File: src/rtl/cdec_run_ctrl.sv
// Run/step sequencer for the CDEC core: gates the core clock enable from monitor commands,
// stops on breakpoint or halt, and hands the memory port to the monitor only while stopped.
module cdec_run_ctrl #(
   parameter int PC_W   = 8,
   parameter int STEP_W = 8
) (
   input  logic              clock,
   input  logic              reset,
   input  logic              cmd_valid,
   output logic              cmd_ready,
   input  logic [2:0]        cmd_op,
   input  logic [STEP_W-1:0] cmd_arg,
   input  logic              cpu_halt,
   input  logic [PC_W-1:0]   cpu_pc,
   output logic              cpu_en,
   input  logic              mem_req,
   output logic              mem_gnt,
   output logic [1:0]        state,
   output logic              bp_hit,
   output logic              halted,
   output logic [STEP_W-1:0] steps_done
);

   typedef enum logic [1:0] {
      S_IDLE = 2'b00,
      S_RUN  = 2'b01,
      S_STEP = 2'b10,
      S_GNT  = 2'b11
   } state_t;

   localparam logic [2:0] OP_STOP  = 3'b000;
   localparam logic [2:0] OP_RUN   = 3'b001;
   localparam logic [2:0] OP_STEP  = 3'b010;
   localparam logic [2:0] OP_SETBP = 3'b011;
   localparam logic [2:0] OP_CLRBP = 3'b100;

   state_t            r_state;
   state_t            w_stateNext;
   logic              r_bpEn;
   logic [PC_W-1:0]   r_bpAddr;
   logic [STEP_W-1:0] r_remaining;
   logic [STEP_W-1:0] r_stepsDone;
   logic              r_bpHit;
   logic              r_halted;
   logic              r_first;

   logic w_active;
   logic w_cmdReady;
   logic w_accept;
   logic w_bpMatch;
   logic w_cpuEn;
   logic w_startRun;
   logic w_loadSteps;

   // r_first masks the breakpoint for one cycle so a resume from the breakpoint PC makes progress
   assign w_active   = (r_state == S_RUN) || (r_state == S_STEP);
   assign w_cmdReady = (r_state != S_GNT) && !((r_state == S_IDLE) && mem_req);
   assign w_accept   = cmd_valid && w_cmdReady;
   assign w_bpMatch  = r_bpEn && (cpu_pc == r_bpAddr) && !r_first;
   assign w_cpuEn    = w_active && !cpu_halt && !w_bpMatch;

   always_comb begin
      w_stateNext = r_state;
      w_startRun  = 1'b0;
      w_loadSteps = 1'b0;
      case (r_state)
         S_IDLE: begin
            if (mem_req) begin
               w_stateNext = S_GNT;
            end else if (w_accept && (cmd_op == OP_RUN)) begin
               w_stateNext = S_RUN;
               w_startRun  = 1'b1;
            end else if (w_accept && (cmd_op == OP_STEP)) begin
               w_startRun  = 1'b1;
               w_loadSteps = 1'b1;
               if (cmd_arg != '0) begin
                  w_stateNext = S_STEP;
               end
            end
         end
         S_RUN, S_STEP: begin
            if (cpu_halt || w_bpMatch || (w_accept && (cmd_op == OP_STOP)) ||
                ((r_state == S_STEP) && w_cpuEn && (r_remaining == STEP_W'(1)))) begin
               w_stateNext = S_IDLE;
            end
         end
         S_GNT: begin
            if (!mem_req) begin
               w_stateNext = S_IDLE;
            end
         end
         default: w_stateNext = S_IDLE;
      endcase
   end

   always_ff @(posedge clock) begin
      if (reset) begin
         r_state     <= S_IDLE;
         r_bpEn      <= 1'b0;
         r_bpAddr    <= '0;
         r_remaining <= '0;
         r_stepsDone <= '0;
         r_bpHit     <= 1'b0;
         r_halted    <= 1'b0;
         r_first     <= 1'b0;
      end else begin
         r_state <= w_stateNext;
         if (w_accept && (cmd_op == OP_SETBP)) begin
            r_bpEn   <= 1'b1;
            r_bpAddr <= cmd_arg[PC_W-1:0];
         end else if (w_accept && (cmd_op == OP_CLRBP)) begin
            r_bpEn <= 1'b0;
         end
         if (w_startRun) begin
            r_bpHit     <= 1'b0;
            r_halted    <= 1'b0;
            r_stepsDone <= '0;
            r_first     <= 1'b1;
            if (w_loadSteps) begin
               r_remaining <= cmd_arg;
            end
         end else if (w_active) begin
            r_first <= 1'b0;
            if (cpu_halt) begin
               r_halted <= 1'b1;
            end
            if (w_bpMatch) begin
               r_bpHit <= 1'b1;
            end
            if (w_cpuEn) begin
               if (r_state == S_STEP) begin
                  r_remaining <= r_remaining - STEP_W'(1);
               end
               if (r_stepsDone != '1) begin
                  r_stepsDone <= r_stepsDone + STEP_W'(1);
               end
            end
         end
      end
   end

   assign cmd_ready  = w_cmdReady;
   assign cpu_en     = w_cpuEn;
   assign mem_gnt    = (r_state == S_GNT);
   assign state      = r_state;
   assign bp_hit     = r_bpHit;
   assign halted     = r_halted;
   assign steps_done = r_stepsDone;

endmodule
File: config.mk
export PLATFORM = sky130hd
export DESIGN_NAME = cdec_run_ctrl
export DESIGN_NICKNAME = d
export VERILOG_FILES = /design/src/rtl/cdec_run_ctrl.sv
export SDC_FILE = /design/constraint.sdc
export NUM_CORES = 1
export LEC_CHECK = 0
export ABC_CLOCK_PERIOD_IN_PS = 2540
export CAP_MARGIN = 20
export CORE_MARGIN = 2
export CORE_UTILIZATION = 35
export CTS_BUF_LIST = sky130_fd_sc_hd__clkbuf_4
export DETAILED_ROUTE_END_ITERATION = 12
export PLACE_DENSITY_LB_ADDON = 0.1
export SYNTH_ARGS = -nofsm -noshare
export SYNTH_HDL_FRONTEND = slang
export SYNTH_SLANG_ARGS = --single-unit
File: constraint.sdc
create_clock -name clock -period 2.54 [get_ports clock]
set_clock_uncertainty 0.2 [all_clocks]
set_input_delay 0.508 -clock clock [delete_from_list [all_inputs] [get_ports clock]]
set_output_delay 0.508 -clock clock [all_outputs]
set_load 0.01 [all_outputs]
==> key figures <==
Clock network
  • Clock slew at reported path FFs: roughly 110 ps
  • Root buffer cell: clkbuf_4
  • Worst-Skew Late Latency: 340 ps
  • CTS sink cnt: 30
  • H-tree depth: 2
  • Hold-fix buffers, CTS: 0
  • Max Buffers Root-to-Sink: 2
  • Clock buffer count from CTS: 5
  • TritonCTS clock tree: built

Pwr
  • Static Leak: between 1 and 1.5 nW
  • Pwr per Cell Area: 712 nW/um2
  • Total power: between 1.5 and 2 mW
  • VDD IR max: approximately 400 uV

Yosys
  • Seq/Total Area, Yosys: 31.6%
  • Post-synth top cells: nor2_1, dfxtp_1, a21oi_1
  • Yosys top cell area share: between 30% and 40%
  • Synth Instances: roughly 230
  • Prevailing post-synth register cell: dfxtp_1
  • Syn_area_per_cell: about 8.3 um2
  • Post-synth top area cell: dfxtp_1
  • Syn Nets: ~260
  • Synth Warn #: 0
  • Post-synth EDFFs: 0
  • Dominant cells by area after synthesis: dfxtp_1, nor2_1, a21oi_1
  • Most frequent cell after synthesis: nor2_1
  • Flops & latches, synth: 30
  • Fraction of registers with async set/reset: 0%
  • Synth Cell Area: around 1900 um2
  • Unique masters post-synth: 48

Hold path
  • Critical hold path startpoint: halted
  • Min-Delay Path Class: reg -> reg

Global routing
  • Initial antenna violation count: 0
  • Grt ovf: 0
  • Total GRT Usage: around 17%
  • First-pass GRT wire length: 8250 um
  • Vias in the first global route: 1680
  • Largest net degree at the start of global routing: 23

Route
  • DRT iter0 DRCs: slightly below 60
  • Wire length per cell: around 14 um
  • # DRC: 0
  • Vias per cell: 4.91
  • Router iterations before antenna repair: 4
  • Via count: ~1800
  • ANT nets after route: 0
  • Routed Wire Length: roughly 5000 um

STA
  • Final setup viols: 0
  • Period Utilization, post-route: between 90% and 100%
  • Max_slew headroom: 78.3%
  • Hold Vio Cnt, Final: 0
  • Max-slew violations: 0
  • Worst-margin pin slew: between 300 and 400 ps
  • Hold WS: roughly 290 ps
  • RSZ-0062 raised after global routing: false
  • Period minus WS final: about 2400 ps
  • Fmax: between 400 and 500 MHz

Setup path
  • Crit-path max FO: 2
  • Critical Path AT: 1720 ps
  • Critical Path Source: cpu_pc[4]
  • CP endpoint kind: output pin
  • WS Path Type: in -> out
  • Crit path launch type: input port
  • CP Data Required Time: between 1500 and 2000 ps
  • RR Startpoint: state[1]

Final layout
  • Final net count: approximately 330
  • Area delta synth->final: 40.2%
  • Layout cells sized above 1: a little over a fifth
  • Final Cell Area: ~2700 um2
  • Diode count: 0

Placement
  • I/O Buffers: 38
  • Routability cong.: 0.820
  • Placed cell area: 2560 um2
  • Detailed Place HPWL: between 3000 and 4000 um

Floorplan
  • CORE AREA: 5170 um2
  • Std-Cell Rows: 26
  • I/O pins: 39
  • Chip height: around 78 um
  • Starting Density: 36.7%
  • Area of the die: around 6000 um2
  • Die width: a little under 80 um

Run status
  • Status: completed

Flow run
  • Maxcap violations: 0
==> metal layers <==
metal / vias up / share of wire, % / global-route usage (%)
li1: 952 / - / -
met1: 833 / 50 / 24.1
met3: 6 / 3.6 / 3.60
met2: 29 / 45 / 26.4
met4: 0 / 1.2 / 5.89
met5: - / 0 / 0
==> cell type report <==
cell class / count / area (um2)
Clock buffer: 6 / 45.0
Clock inverter: 2 / 8.76
Fill cell: 506 / 2510
Inverter: 11 / 41.3
Multi-Input combinational cell: 177 / 1210
Sequential cell: 30 / 601
Tap cell: 70 / 87.6
Timing Repair Buffer: 75 / 672
==> cell usage in the layout, fill, tap and decap left out, drive strengths merged, types with 2 or more instances in the layout <==
cell type / n
buf: 38
nor2: 36
dfxtp: 30
clkdlybuf4s50: 30
a21oi: 25
nand2: 20
inv: 11
xnor2: 11
mux2i: 9
nor4: 9
nor3: 9
ha: 7
o32ai: 6
clkbuf: 6
nand3: 6
nand2b: 5
dlymetal6s2s: 4
o21ai: 3
dlygate4sd2: 3
or2b: 2
nor2b: 2
or4: 2
o31ai: 2
and3: 2
clkinv: 2
==> power by group <==
group | internal, mW | total, mW | switching (mW)
sequential | 0.541 | 0.602 | 0.0610
combinational | 0.484 | 0.995 | 0.511
clock | 0.115 | 0.299 | 0.184
==> registers in the layout, summed over array words and instances, names as in the netlist <==
register and count:
r_bpAddr 8, steps_done 8, r_bpEn 1, halted 1, r_first 1, state 2
bp_hit 1, r_remaining 8
==> timing repair <==
item / CTS / global route
endpoints found under the setup margin: 1 / 5
hold endpoints to repair: 0 / 0
setup buffers: 6 / 0
resized for setup: 8 / 5
pin swaps: 6 / 3
==> worst paths after layout <==
kind                            cells past startpoint             end  slack, ps
worst max-delay path                                6          cpu_en        110
worst min-delay path                                2          halted        290
worst max register to register                      9  r_remaining[6]        200
worst min register to register                      2          halted        290
==> worst max-delay path, stage by stage <==
cell and delay (ps):
clkdlybuf4s50_1 470, xnor2_1 110, nand2_1 130, nor4_4 290
nor2_2 70, buf_2 150
==> metrics by stage <==
stage | setup slack [ps] | cells | util [%] | TNS (ps)
2_1_floorplan | 167 | 228 | - | 0
3_3_place_gp | -335 | 357 | 49.4 | -2940
3_5_place_dp | -337 | 357 | 49.4 | -2800
4_1_cts | 29.0 | 371 | 51.2 | 0
5_1_grt | 43.1 | 371 | 51.5 | 0
6_report | 113 | 371 | 51.5 | 0
==> cells by family (layout without fill, tap and decap cells) <==
logic type	count (synthesis)	in the layout	synth area share, %
simple gates	103	103	28.5
mux	9	9	4.74
xor+xnor	11	11	5.07
flops	30	30	31.6
compound gates	47	47	20.3
buf+inv	21	94	5.20
fa+ha+maj	7	7	4.61
(Power assumes the default switching activity.)
